<file path="config.mk">
export PLATFORM = sky130hd
export DESIGN_NAME = mux153_scan_ctrl_flat
export DESIGN_NICKNAME = d
export VERILOG_FILES = /design/src/rtl/mux153_scan_if.sv /design/src/rtl/mux153_scan_ctrl.sv /design/src/flat_wrapper.sv
export SDC_FILE = /design/constraint.sdc
export NUM_CORES = 1
export LEC_CHECK = 0
export ABC_CLOCK_PERIOD_IN_PS = 1440
export CAP_MARGIN = 15
export CORE_MARGIN = 3
export CORE_UTILIZATION = 43
export DETAILED_ROUTE_END_ITERATION = 8
export MAX_ROUTING_LAYER = met4
export PLACE_DENSITY = 0.74
export SLEW_MARGIN = 10
export SYNTH_ARGS = -nofsm -noshare
export SYNTH_HDL_FRONTEND = slang
export SYNTH_SLANG_ARGS = --single-unit
</file>
<file path="constraint.sdc">
create_clock -name clk -period 1.44 [get_ports clk]
set_input_delay 0.216 -clock clk [delete_from_list [all_inputs] [get_ports clk]]
set_output_delay 0.216 -clock clk [all_outputs]
set_load 0.02 [all_outputs]
</file>
<file path="src/rtl/mux153_scan_if.sv">
// Bus between the scan controller and its environment: word handshake,
// control strobes, the 74153 selector input/output pair and the serial result.
interface mux153_scan_if;
  logic       in_valid;
  logic       in_ready;
  logic [3:0] in_data;
  logic       abort;
  logic       clr_err;
  logic [6:0] mux_in;
  logic       mux_y;
  logic       ser_bit;
  logic       ser_valid;
  logic       frame_done;
  logic       busy;
  logic       err_flag;

  // Environment side: supplies words, controls and the selector output.
  modport master (
    output in_valid, in_data, abort, clr_err, mux_y,
    input  in_ready, mux_in, ser_bit, ser_valid, frame_done, busy, err_flag
  );

  // Controller side.
  modport slave (
    input  in_valid, in_data, abort, clr_err, mux_y,
    output in_ready, mux_in, ser_bit, ser_valid, frame_done, busy, err_flag
  );
endinterface

</file>
<file path="src/rtl/mux153_scan_ctrl.sv">
// Drives a 74153-style 4:1 selector with an accepted 4-bit word, scans all
// four channels into a serial stream and flags any output/data disagreement.
module mux153_scan_ctrl #(
  parameter int HOLD_CYCLES = 1,
  parameter int MSB_FIRST   = 1
) (
  input  logic            clk,
  input  logic            rst,
  mux153_scan_if.slave    bus
);

  typedef enum logic {IDLE, DRIVE} state_t;

  localparam logic [3:0] HOLD_LAST = 4'(HOLD_CYCLES - 1);
  localparam logic [6:0] MUX_IDLE  = 7'b0000001;

  state_t     state_q, state_d;
  logic [6:0] mux_q, mux_d;
  logic [3:0] hold_q, hold_d;
  logic [1:0] bit_q, bit_d;
  logic       ser_bit_q, ser_bit_d;
  logic       ser_valid_q, ser_valid_d;
  logic       frame_done_q, frame_done_d;
  logic       err_q, err_d;

  logic [3:0] word;
  logic       sample;
  logic       last_sample;
  logic       in_ready;
  logic       accept;

  function automatic logic [1:0] sel_of(input logic [1:0] k);
    return (MSB_FIRST != 0) ? ~k : k;
  endfunction

  // Selector bus for a freshly accepted word: first select, strobe enabled.
  function automatic logic [6:0] first_bus(input logic [3:0] d);
    return {sel_of(2'd0), d[0], d[1], d[2], d[3], 1'b0};
  endfunction

  // The data lines hold the word in reversed order; word[k] is channel k.
  assign word        = {mux_q[1], mux_q[2], mux_q[3], mux_q[4]};
  assign sample      = (state_q == DRIVE) && (hold_q == HOLD_LAST);
  assign last_sample = sample && (bit_q == 2'd3);
  assign in_ready    = ((state_q == IDLE) || last_sample) && !bus.abort && !rst;
  assign accept      = bus.in_valid && in_ready;

  // NOTE: every next-state variable gets its default first so no path leaves
  // one unassigned, which would otherwise infer a latch.
  always_comb begin
    state_d      = state_q;
    mux_d        = mux_q;
    hold_d       = hold_q;
    bit_d        = bit_q;
    ser_bit_d    = ser_bit_q;
    ser_valid_d  = 1'b0;
    frame_done_d = 1'b0;
    err_d        = err_q;

    if (bus.clr_err) err_d = 1'b0;

    case (state_q)
      IDLE: begin
        if (accept) begin
          state_d = DRIVE;
          mux_d   = first_bus(bus.in_data);
          hold_d  = 4'd0;
          bit_d   = 2'd0;
        end
      end
      DRIVE: begin
        if (sample) begin
          ser_bit_d   = bus.mux_y;
          ser_valid_d = 1'b1;
          // Setting wins over a simultaneous clear.
          if (bus.mux_y != word[mux_q[6:5]]) err_d = 1'b1;
          hold_d = 4'd0;
          if (bit_q == 2'd3) begin
            frame_done_d = 1'b1;
            bit_d        = 2'd0;
            if (accept) begin
              mux_d = first_bus(bus.in_data);
            end else begin
              state_d = IDLE;
              mux_d   = MUX_IDLE;
            end
          end else begin
            bit_d       = bit_q + 2'd1;
            mux_d[6:5]  = sel_of(bit_q + 2'd1);
          end
        end else begin
          hold_d = hold_q + 4'd1;
        end
      end
      default: state_d = IDLE;
    endcase

    // Abort discards the partial frame and suppresses its sample outputs.
    if (bus.abort) begin
      state_d      = IDLE;
      mux_d        = MUX_IDLE;
      hold_d       = 4'd0;
      bit_d        = 2'd0;
      ser_bit_d    = ser_bit_q;
      ser_valid_d  = 1'b0;
      frame_done_d = 1'b0;
      err_d        = err_q && !bus.clr_err;
    end
  end

  // NOTE: state registers use non-blocking assignments so every flop samples
  // the pre-edge values regardless of statement order.
  always_ff @(posedge clk or posedge rst) begin
    if (rst) begin
      state_q      <= IDLE;
      mux_q        <= MUX_IDLE;
      hold_q       <= 4'd0;
      bit_q        <= 2'd0;
      ser_bit_q    <= 1'b0;
      ser_valid_q  <= 1'b0;
      frame_done_q <= 1'b0;
      err_q        <= 1'b0;
    end else begin
      state_q      <= state_d;
      mux_q        <= mux_d;
      hold_q       <= hold_d;
      bit_q        <= bit_d;
      ser_bit_q    <= ser_bit_d;
      ser_valid_q  <= ser_valid_d;
      frame_done_q <= frame_done_d;
      err_q        <= err_d;
    end
  end

  assign bus.in_ready   = in_ready;
  assign bus.mux_in     = mux_q;
  assign bus.ser_bit    = ser_bit_q;
  assign bus.ser_valid  = ser_valid_q;
  assign bus.frame_done = frame_done_q;
  assign bus.busy       = (state_q == DRIVE);
  assign bus.err_flag   = err_q;

endmodule

</file>
<file path="src/flat_wrapper.sv">
// flat-port wrapper written by rule: the top's interface ports become plain ports
module mux153_scan_ctrl_flat 
#(
  parameter int HOLD_CYCLES = 1,
  parameter int MSB_FIRST   = 1
)
  (clk, rst, bus_in_valid, bus_in_data, bus_abort, bus_clr_err, bus_mux_y, bus_in_ready, bus_mux_in, bus_ser_bit, bus_ser_valid, bus_frame_done, bus_busy, bus_err_flag);
  mux153_scan_if bus_i ();
  input  logic clk;
  input  logic rst;
  input wire logic [$bits(bus_i.in_valid)-1:0] bus_in_valid;
  input wire logic [$bits(bus_i.in_data)-1:0] bus_in_data;
  input wire logic [$bits(bus_i.abort)-1:0] bus_abort;
  input wire logic [$bits(bus_i.clr_err)-1:0] bus_clr_err;
  input wire logic [$bits(bus_i.mux_y)-1:0] bus_mux_y;
  output wire logic [$bits(bus_i.in_ready)-1:0] bus_in_ready;
  output wire logic [$bits(bus_i.mux_in)-1:0] bus_mux_in;
  output wire logic [$bits(bus_i.ser_bit)-1:0] bus_ser_bit;
  output wire logic [$bits(bus_i.ser_valid)-1:0] bus_ser_valid;
  output wire logic [$bits(bus_i.frame_done)-1:0] bus_frame_done;
  output wire logic [$bits(bus_i.busy)-1:0] bus_busy;
  output wire logic [$bits(bus_i.err_flag)-1:0] bus_err_flag;
  assign bus_i.in_valid = bus_in_valid;
  assign bus_i.in_data = bus_in_data;
  assign bus_i.abort = bus_abort;
  assign bus_i.clr_err = bus_clr_err;
  assign bus_i.mux_y = bus_mux_y;
  assign bus_in_ready = bus_i.in_ready;
  assign bus_mux_in = bus_i.mux_in;
  assign bus_ser_bit = bus_i.ser_bit;
  assign bus_ser_valid = bus_i.ser_valid;
  assign bus_frame_done = bus_i.frame_done;
  assign bus_busy = bus_i.busy;
  assign bus_err_flag = bus_i.err_flag;
  mux153_scan_ctrl #(.HOLD_CYCLES(HOLD_CYCLES), .MSB_FIRST(MSB_FIRST)) u_core (.clk(clk), .rst(rst), .bus(bus_i));
endmodule
</file>
==> results.md <==
- Max Root-Sink Buffers: 2
- Initial antenna violation count: 0
- Startpoint Class: flop
- Crit share post-route: 1.18
- Initial Utilization: 0.464
- CP Capture Type: output port
- Yosys warns: 0
- Average wire per standard cell: 14.9 um
- Unique masters post-synth: 33
- Pre-antenna DRT Iters: 3
- Rows: 16
- EDFF count, synth: 0
- Total grt overflow: 0
- P per Cell Area: 711 nW/um^2
- Synth top area cells: dfrtp_1 45%, inv_1 4.4%, ha_1 4.0%
- Hold Path Class: input port to async pin
- TritonCTS clock tree: done
- Synth Cell Area: 938 um^2
- Vias in the first global route: 925
- Dpl ws: -0.439 ns
- Count of clock tree sinks: 18
- Worst Tran Pin Value: 0.262 ns
- Layout Nets: 154
- Clk_skew: 0.00505 ns
- Final Util: 0.759
- Worst vdd ir: 0.444 mV
- Final GP Congestion: 0.812
- Hold Violations, Final: 0
- Synthesized instance count: 87
- Net Count, Synth: 100
- Die Wd: 52.7 um
- Count leader, synth: dfrtp_1
- First-pass GRT wire length: 4000 um
- Max-slew headroom: 0.824
- RSZ-0062 raised after global routing: yes
- Clock Pin Slew Worst Setup and Hold Paths: 0.11 ns
- Yosys top cell by area: dfrtp_1
- Core ar.: 2020 um^2
- Fraction of layout cells with a size suffix above 1: 0.400
- Gr usage total: 0.198
- Sequential share of the synthesized area: 0.481
- CP max FO: 2
- Tot Pwr: 0.00109 W
- Die Y: 52.7 um
- Clk Tree Root Cell: clkbuf_4
- Final instance area: 1530 um^2
- Status: finished, violations left
- Final number of max-transition violations: 0
- Total of max-cap violations: 0
- Minimum clock period: 1.70 ns
- Routed WL: 2490 um
- Setup TNS: -1.84 ns
- Total leakage power: 0.730 nW
- Largest net degree at the start of global routing: 14
- Synth cell count leaders: 17 x dfrtp_1, 11 x inv_1, 5 x nand3_1, 5 x nand3b_1, 4 x o32ai_1
- Total of flip-flops plus latches after synthesis: 18
- Post-synth top flop: dfrtp_1
- Failing checks: setup timing
- Via count: 861
- Input/output buffers: 22
- Num CTS Buffers: 3
- Synthesis-to-layout area growth: 63.5%
- Post-DP Area: 1360 um^2
- Final HPWL DP: 1820 um
- Ant. Diodes: 0
- Clk_lat worst skew: 0.28 ns
- Setup Crit Path Kind: flop to output port
- Routed vias/inst: 5.16
- FFs w/ async S/R, synth: 1.00
- Layout fillers: 144
- Antenna Nets Post-Route: 0
- DRC violations left: 0
- Worst setup margin: -0.255 ns
- Mean Syn Cell Area: 10.8 um^2
- H-Tree Depth: 1
- Final setup viols: 14
- CTS Hold Buffers Added: 0
- DIE AREA: 2780 um^2
- FMAX: 590 MHz
- Share of the synthesized area in the top cell type: 0.453
- Boundary Pins: 23
- CP Data Required Time: 1.22 ns
- Crit path DAT: 1.48 ns
- DRT iter0 DRCs: 10
-- layout make-up --
type                       instances  area, um^2  share of cell area
clock buffer                       4        26.3              0.0171
timing repair buffer              54         465               0.303
sequential                        18         452               0.294
inverter                          11        41.3              0.0269
multi-input combinational         53         515               0.336
tap                               27        33.8              0.0220
-- worst max-delay path, stage by stage (launching register included) --
cell and delay [ns]:
dfrtp_1 0.41, inv_2 0.07, ha_4 0.14, nand4bb_1 0.14, and2_4 0.18, nor3_2 0.09, buf_4 0.16
-- final timing paths --
check	startpoint	endpoint	slack (ns)	cells past startpoint
min	rst	u_core.hold_q[2]$_DFFE_PP0P_	0.42	4
min in group clk	u_core.bus.ser_bit$_DFFE_PP0P_	u_core.bus.ser_bit$_DFFE_PP0P_	0.53	1
max in group asynchronous	rst	u_core.bus.mux_in[3]$_DFFE_PP0P_	0.81	4
max	u_core.hold_q[0]$_DFFE_PP0P_	bus_in_ready	-0.26	6
min reg2reg	u_core.bus.ser_bit$_DFFE_PP0P_	u_core.bus.ser_bit$_DFFE_PP0P_	0.53	1
max reg2reg	u_core.hold_q[0]$_DFFE_PP0P_	u_core.hold_q[3]$_DFFE_PP0P_	-0.22	6
-- layout by cell type (no fill, tap or decap), types with 2 or more instances in the layout --
master | Yosys | final
a32o_1 | 2 | 2
nor2_1 | 3 | 3
mux2_4 | 0 | 2
buf_4 | 0 | 27
o32ai_2 | 0 | 3
mux2i_1 | 3 | 3
clkdlybuf4s50_1 | 0 | 9
nand2_2 | 0 | 2
dlygate4sd2_1 | 0 | 12
buf_6 | 0 | 6
inv_2 | 0 | 2
ha_1 | 3 | 2
dfrtp_1 | 17 | 17
nand3_1 | 5 | 4
nor2b_1 | 2 | 2
nand3b_1 | 5 | 5
o22a_1 | 2 | 2
inv_1 | 11 | 9
clkbuf_4 | 0 | 3
nand2b_1 | 2 | 2
-- metal layers --
| metal | global-route usage | wire length (um) |
|---|---|---|
| met3 | 0.0285 | 55 |
| met2 | 0.343 | 1320 |
| met5 | - | 0 |
| met4 | 0.0596 | 13 |
| met1 | 0.238 | 1100 |
-- where the power goes --
part / switching, W / internal [W]
Sequential: 0.0000192 / 0.000535
Clock: 0.000153 / 0.000107
Combinational: 0.000133 / 0.000144
Total: 0.000305 / 0.000786
-- flip-flops by register name, indices dropped and copies added (netlist names) --
signal / cells
u_core.bus.frame_done: 1
u_core.bit_q: 2
u_core.bus.err_flag: 1
u_core.bus.busy: 1
u_core.bus.mux_in: 7
u_core.bus.ser_bit: 1
u_core.bus.ser_valid: 1
u_core.hold_q: 4
-- cell families (layout without fill, tap and decap cells) --
family                     count (synthesis)  count (layout)  share of synthesized area
xor gates and xnor gates                   1               1                    0.00934
muxes                                      6               6                     0.0800
AOI/OAI and AO/OA                         16              16                      0.147
buffers and inverters                     16              69                     0.0680
DFF                                       18              18                      0.481
and+or+nand+nor                           27              27                      0.175
adders and majority gates                  3               3                     0.0400
-- timing repair --
action / in CTS / in global routing
resized for setup: 29 / 12
setup buffers: 5 / 3
endpoints found under the setup margin: 23 / 19
pin swaps: 6 / 4
gates cloned: 0 / 0
-- metrics by stage --
stage	cells	hold slack [ns]
after floorplan	87	0.154
after global placement	155	0.478
after detailed placement	155	0.502
after CTS	164	0.403
after global routing	167	0.414
final	167	0.416
(Power assumes the default switching activity.)
==> variant 1: new RTL, config.mk and constraints unchanged <==
`HOLD_CYCLES` is set to 1 in 2 places; all go to 0.
--- a/src/rtl/mux153_scan_ctrl.sv
+++ b/src/rtl/mux153_scan_ctrl.sv
@@ -3,3 +3,3 @@
 module mux153_scan_ctrl #(
-  parameter int HOLD_CYCLES = 1,
+  parameter int HOLD_CYCLES = 0,
   parameter int MSB_FIRST   = 1
--- a/src/flat_wrapper.sv
+++ b/src/flat_wrapper.sv
@@ -3,3 +3,3 @@
 #(
-  parameter int HOLD_CYCLES = 1,
+  parameter int HOLD_CYCLES = 0,
   parameter int MSB_FIRST   = 1
Function: changed (a bounded check fails within 4 cycles, from zero or initial values and one cycle with rst high).
==> variant 1 against the original RTL <==
- the run still ends with negative setup slack left
- final area decreased by 4.2%
- setup slack improved by 0.075 ns
- non-clock buffer count decreased by 6
- routed wire length fell by 9.3%
- sequential cell count did not move
- power down 4.0%
- synthesized area shrank 0.13%
- first-iteration DRC count down 10%
- count of clock-buffer cells in the layout stayed put
- critical path depth is 1 lower
- critical path type unchanged
- largest cell class unchanged
- largest power group unchanged
==> variant 1: results <==
export IMPL_status="complete, but fails checks"
export IMPL_violations="negative setup slack"
export IMPL_portBuffers=22
export IMPL_syn_num_nets=99
export IMPL_ys_warn_count=0
export IMPL_ys_top_cells_by_area="dfrtp_1, a311oi_1, o32ai_1, or3b_1, nand2b_1"
export IMPL_cts_root_buf="clkbuf_4"
export IMPL_cp_max_fo=2
export IMPL_post_drt_wl_per_cell_microns=14.04
export IMPL_netlist_cell_type_count=32
export IMPL_dr_pass1_iters=4
export IMPL_p_leak_nw=0.6846
export IMPL_synth_seq_area_share_pct=48.20
export IMPL_largest_reg_flops=7
export IMPL_fillers=158
export IMPL_yosys_most_used_dff="dfrtp_1"
export IMPL_synth_common_cells="dfrtp_1, a21oi_1, inv_1, nand2b_1, nor3_1"
export IMPL_max_slew_margin_rel_pct=82.96
export IMPL_track_usage_pct=19.90
export IMPL_cts_buffer_depth=2
export IMPL_setup_tns_ns=-0.3483
export IMPL_drtIter0Drc=9
export IMPL_n_antenna_cell=0
export IMPL_grt_start_max_net_pins=21
export IMPL_h_tree_depth=1
export IMPL_gp_congestion=0.7937
export IMPL_path_clk_slew_ns=0.09
export IMPL_dpl_cell_count=151
export IMPL_cts_inserted_buffers=3
export IMPL_rr_worst_depth=6
export IMPL_vdd_ir_drop_worst_uv=741.3
export IMPL_async_flop_share_pct=100.0
export IMPL_grt_pass1_vias=849
export IMPL_insertion_delay_ns=0.30
export IMPL_skew_ns=0.001202
export IMPL_r2r_start="u_core.hold_q[0]"
export IMPL_grt_antenna_before_repair=0
export IMPL_hp_class="in2async"
export IMPL_finalSetupViolations=3
export IMPL_arrival_ns=1.40
export IMPL_hold_viol=0
export IMPL_grt_pass1_wl_microns=3843
export IMPL_dp_hpwl_microns=1690
export IMPL_layout_drive_gt1_share_pct=35.82
export IMPL_cp_startpoint="u_core.hold_q[0]"
export IMPL_setup_slack_ns=-0.1805
export IMPL_layout_cells_non_filler=161
export IMPL_syn_inst=87
export IMPL_vias=863
==> variant 1: cell count changes in the layout (fill, tap and decap cells not counted), sizes merged, moves of 2 or more <==
| cell | delta |
|---|---|
| a21oi | +5 |
| a311oi | +4 |
| a32o | -2 |
| buf | -6 |
| inv | -5 |
| mux2i | -2 |
| nand2b | +3 |
| nand4 | +2 |
| nor2b | -2 |
| nor3 | +3 |
| o22a | -2 |
| or3b | +3 |
==> variant 1: routing by layer <==
layer  wire length (microns)  part of all wire, %  GRT usage (%)
met1                     959                   42          23.84
met2                    1137                   50          31.82
met3                     140                  6.2          7.123
met4                      24                  1.1          5.106
met5                       0                    0              -
==> variant 1: report_power, final <==
part / internal [mW] / leakage, nW / switching, mW
sequential: 0.524 / 0.241 / 0.0139
clock: 0.155 / 0.0210 / 0.154
combinational: 0.104 / 0.422 / 0.0980
==> variant 1: final cells by class <==
cell class | count | area [sq um] | share of cell area, %
Sequential cell | 18 | 452.9 | 30.83
Multi-Input combinational cell | 58 | 521.8 | 35.52
Inverter | 6 | 22.52 | 1.533
Timing Repair Buffer | 48 | 401.6 | 27.34
Clock buffer | 4 | 36.28 | 2.470
Tap cell | 27 | 33.78 | 2.300
==> variant 1: logic make-up after synthesis <==
group,synth area share [%]
muxes,6.274
xor gates and xnor gates,0.9348
DFF,48.20
and+or+nand+nor,23.23
AOI/OAI and AO/OA,13.62
buffers and inverters,5.074
adders and majority gates,2.670
==> variant 1: metrics by stage <==
| step | utilization [%] | setup slack, ns | hold WS, ns | cell area [sq um] |
|---|---|---|---|---|
| 2_1_floorplan | - | -0.0002780 | 0.1538 | 949.7 |
| 3_3_place_gp | 65.72 | -0.3961 | 0.4688 | 1329 |
| 3_5_place_dp | 65.72 | -0.4519 | 0.4785 | 1329 |
| 4_1_cts | 70.17 | -0.1991 | 0.3836 | 1419 |
| 5_1_grt | 72.65 | -0.2471 | 0.4066 | 1469 |
| 6_report | 72.65 | -0.1805 | 0.3794 | 1469 |
==> variant 1: worst max-delay path, cell delays in order (launching register included) <==
cell,delay (ns)
dfrtp_1,0.42
ha_4,0.17
nand4_4,0.11
and2_4,0.16
nor3_4,0.11
buf_6,0.14
==> variant 1: worst paths after layout <==
check | to | slack (ns)
setup / recovery | bus_in_ready | -0.18
hold / removal | u_core.bus.frame_done | 0.38
setup reg to reg | u_core.bus.mux_in[0] | -0.16
hold reg to reg | u_core.bus.ser_bit | 0.51
max in group asynchronous | u_core.bus.mux_in[0] | 0.63
min in group clk | u_core.bus.ser_bit | 0.51
==> variant 1: timing repair <==
item | in CTS | in global routing
setup endpoints to repair | 19 | 11
setup buffers | 4 | 3
cloned | 0 | 0
hold buffers | 0 | 0
hold endpoints to repair | 0 | 0
gates resized for setup | 26 | 8
pin swaps | 5 | 4
==> variant 2: new RTL, same settings <==
Made on the original files. Take the reset off `hold_q` and load it in a clocked block of its own.
--- a/src/rtl/mux153_scan_ctrl.sv
+++ b/src/rtl/mux153_scan_ctrl.sv
@@ -116,3 +116,2 @@
       mux_q        <= MUX_IDLE;
-      hold_q       <= 4'd0;
       bit_q        <= 2'd0;
@@ -125,3 +124,2 @@
       mux_q        <= mux_d;
-      hold_q       <= hold_d;
       bit_q        <= bit_d;
@@ -132,2 +130,6 @@
     end
+  end
+
+  always_ff @(posedge clk) begin
+    hold_q <= hold_d;
   end
Check against the original RTL: no difference found for any inputs over 10 cycles, from zero or initial values and one cycle with rst high; that may be too few to reach the edited logic, so the function may still have changed.
==> variant 2 against the original RTL <==
- the flow still finishes with violations (negative setup slack)
- final area down 14%
- clock skew rose by 0.0028 ns
- setup slack better by 0.097 ns
- sequential power down 2%
- synthesized area decreased by 2.0%
- core utilization shrank 10 points
- sequential cell count is the same
- register-to-register slack better by 0.22 ns
- power down 5.1%
- routed wire length decreased by 14%
- first-iteration DRC count unchanged
- critical endpoint unchanged
- highest routed layer unchanged
==> variant 2: results <==
export IMPL_fin_nets=149
export IMPL_synth_seq_area_share_pct=46.94
export IMPL_rr_worst_depth=7
export IMPL_cts_buffer_depth=2
export IMPL_post_drt_wl_per_cell_microns=13.29
export IMPL_p_leak_nw=0.6255
export IMPL_dr_pass1_iters=4
export IMPL_wl_met1_microns=859
export IMPL_netlist_cell_type_count=28
export IMPL_synth_xor_area_share_pct=0.9524
export IMPL_status="complete, but fails checks"
export IMPL_viasPerCell=5.228
export IMPL_wl_met2_microns=1168
export IMPL_ys_top_cells_by_area="dfrtp_1, dfxtp_1, nand3b_1, o21ai_0, a21oi_1"
export IMPL_met3WireLength_microns=88
export IMPL_topRoutingLayerUsed="met4"
export IMPL_layout_drive_gt1_share_pct=25.19
export IMPL_portBuffers=22
export IMPL_vdd_ir_drop_worst_uv=500.6
export IMPL_grt_pass1_wl_microns=3657
export IMPL_preCtsSetupSlack_ns=-0.3327
export IMPL_arrival_ns=1.38
export IMPL_gp_congestion=0.7294
export IMPL_finalSetupViolations=1
export IMPL_syn_num_nets=111
export IMPL_grt_pass1_vias=893
export IMPL_tightest_slew_ns=0.2301
export IMPL_synth_mux_area_share_pct=3.673
export IMPL_synth_common_cells="dfrtp_1, o21ai_0, a21oi_1, nand2_1, nor2_1"
export IMPL_track_usage_pct=18.61
export IMPL_skew_ns=0.007879
export IMPL_async_flop_share_pct=77.78
export IMPL_synthAdderAreaFrac_pct=4.082
export IMPL_cts_inserted_buffers=3
export IMPL_dp_hpwl_microns=1637
export IMPL_synth_compound_area_share_pct=16.60
export IMPL_setup_slack_ns=-0.1580
export IMPL_p_int_mw=0.7445
export IMPL_violations="negative setup slack"
export IMPL_grt_start_max_net_pins=20
==> variant 2: cell types whose count changed in the layout (fill, tap and decap cells not counted), sizes merged, moves of 4 or more <==
cell,unedited run,this run
buf,33,17
o21ai,0,10
a21oi,1,9
nand2,2,9
inv,11,6
nor2,3,8
dfrtp,17,13
dfxtp,0,4
o32ai,4,0
==> variant 2: cells by family after synthesis <==
family                     after synthesis
AOI/OAI and AO/OA                       26
xor gates and xnor gates                 1
adders and majority gates                3
buffers and inverters                   11
DFF                                     18
muxes                                    2
and+or+nand+nor                         37
==> variant 2: worst paths after layout <==
path                                    start                   end  slack, ns
max in group asynchronous                 rst  u_core.bus.mux_in[0]       0.83
min in group clk           u_core.bus.ser_bit    u_core.bus.ser_bit       0.48
max reg2reg                  u_core.hold_q[1]       u_core.bit_q[0]          0
min reg2reg                u_core.bus.ser_bit    u_core.bus.ser_bit       0.48
min                                       rst       u_core.bus.busy       0.40
max                          u_core.hold_q[0]          bus_in_ready      -0.16
==> variant 2: cell type report <==
class,count,area [sq um]
timing repair buffer,38,336.6
fill,169,686.9
sequential,18,434.2
clock buffer,4,26.28
inverter,6,22.52
tap,27,33.78
multi-input combinational,69,461.7
==> variant 2: timing repair <==
item                                    CTS  global route
gates resized for setup                  16             9
setup buffers                             1             1
pin swaps                                 1             3
endpoints found under the setup margin   12            15
==> variant 2: metal layers <==
layer,global-route usage (%),up-vias
li1,-,414
met1,18.81,408
met2,33.89,19
met3,2.849,6
met4,10.64,0
met5,-,-
==> variant 2: per-stage QoR <==
step | area, sq um | hold slack, ns | std cells | setup TNS (ns)
2_1_floorplan | 935.9 | 0.1045 | 98 | -0.07934
3_3_place_gp | 1275 | 0.4614 | 157 | -1.192
3_5_place_dp | 1275 | 0.4673 | 157 | -1.562
4_1_cts | 1294 | 0.4022 | 162 | -0.4413
5_1_grt | 1315 | 0.4406 | 162 | -0.5561
6_report | 1315 | 0.4037 | 162 | -0.1580
==> variant 2: power groups by stage <==
stage / logic (mW) / registers (mW) / clock network [mW]
CTS: 0.222 / 0.545 / 0.271
finish: 0.224 / 0.545 / 0.267
detailed placement: 0.235 / 0.556 / 0
global placement: 0.231 / 0.555 / 0
floorplan: 0.0895 / 0.584 / 0
global route: 0.246 / 0.548 / 0.296
==> variant 2: worst max-delay path: stages (launching register included) <==
cell,delay (ns)
dfxtp_2,0.34
inv_2,0.04
ha_1,0.18
nor3b_4,0.15
a21boi_2,0.21
nor3_4,0.05
buf_6,0.13
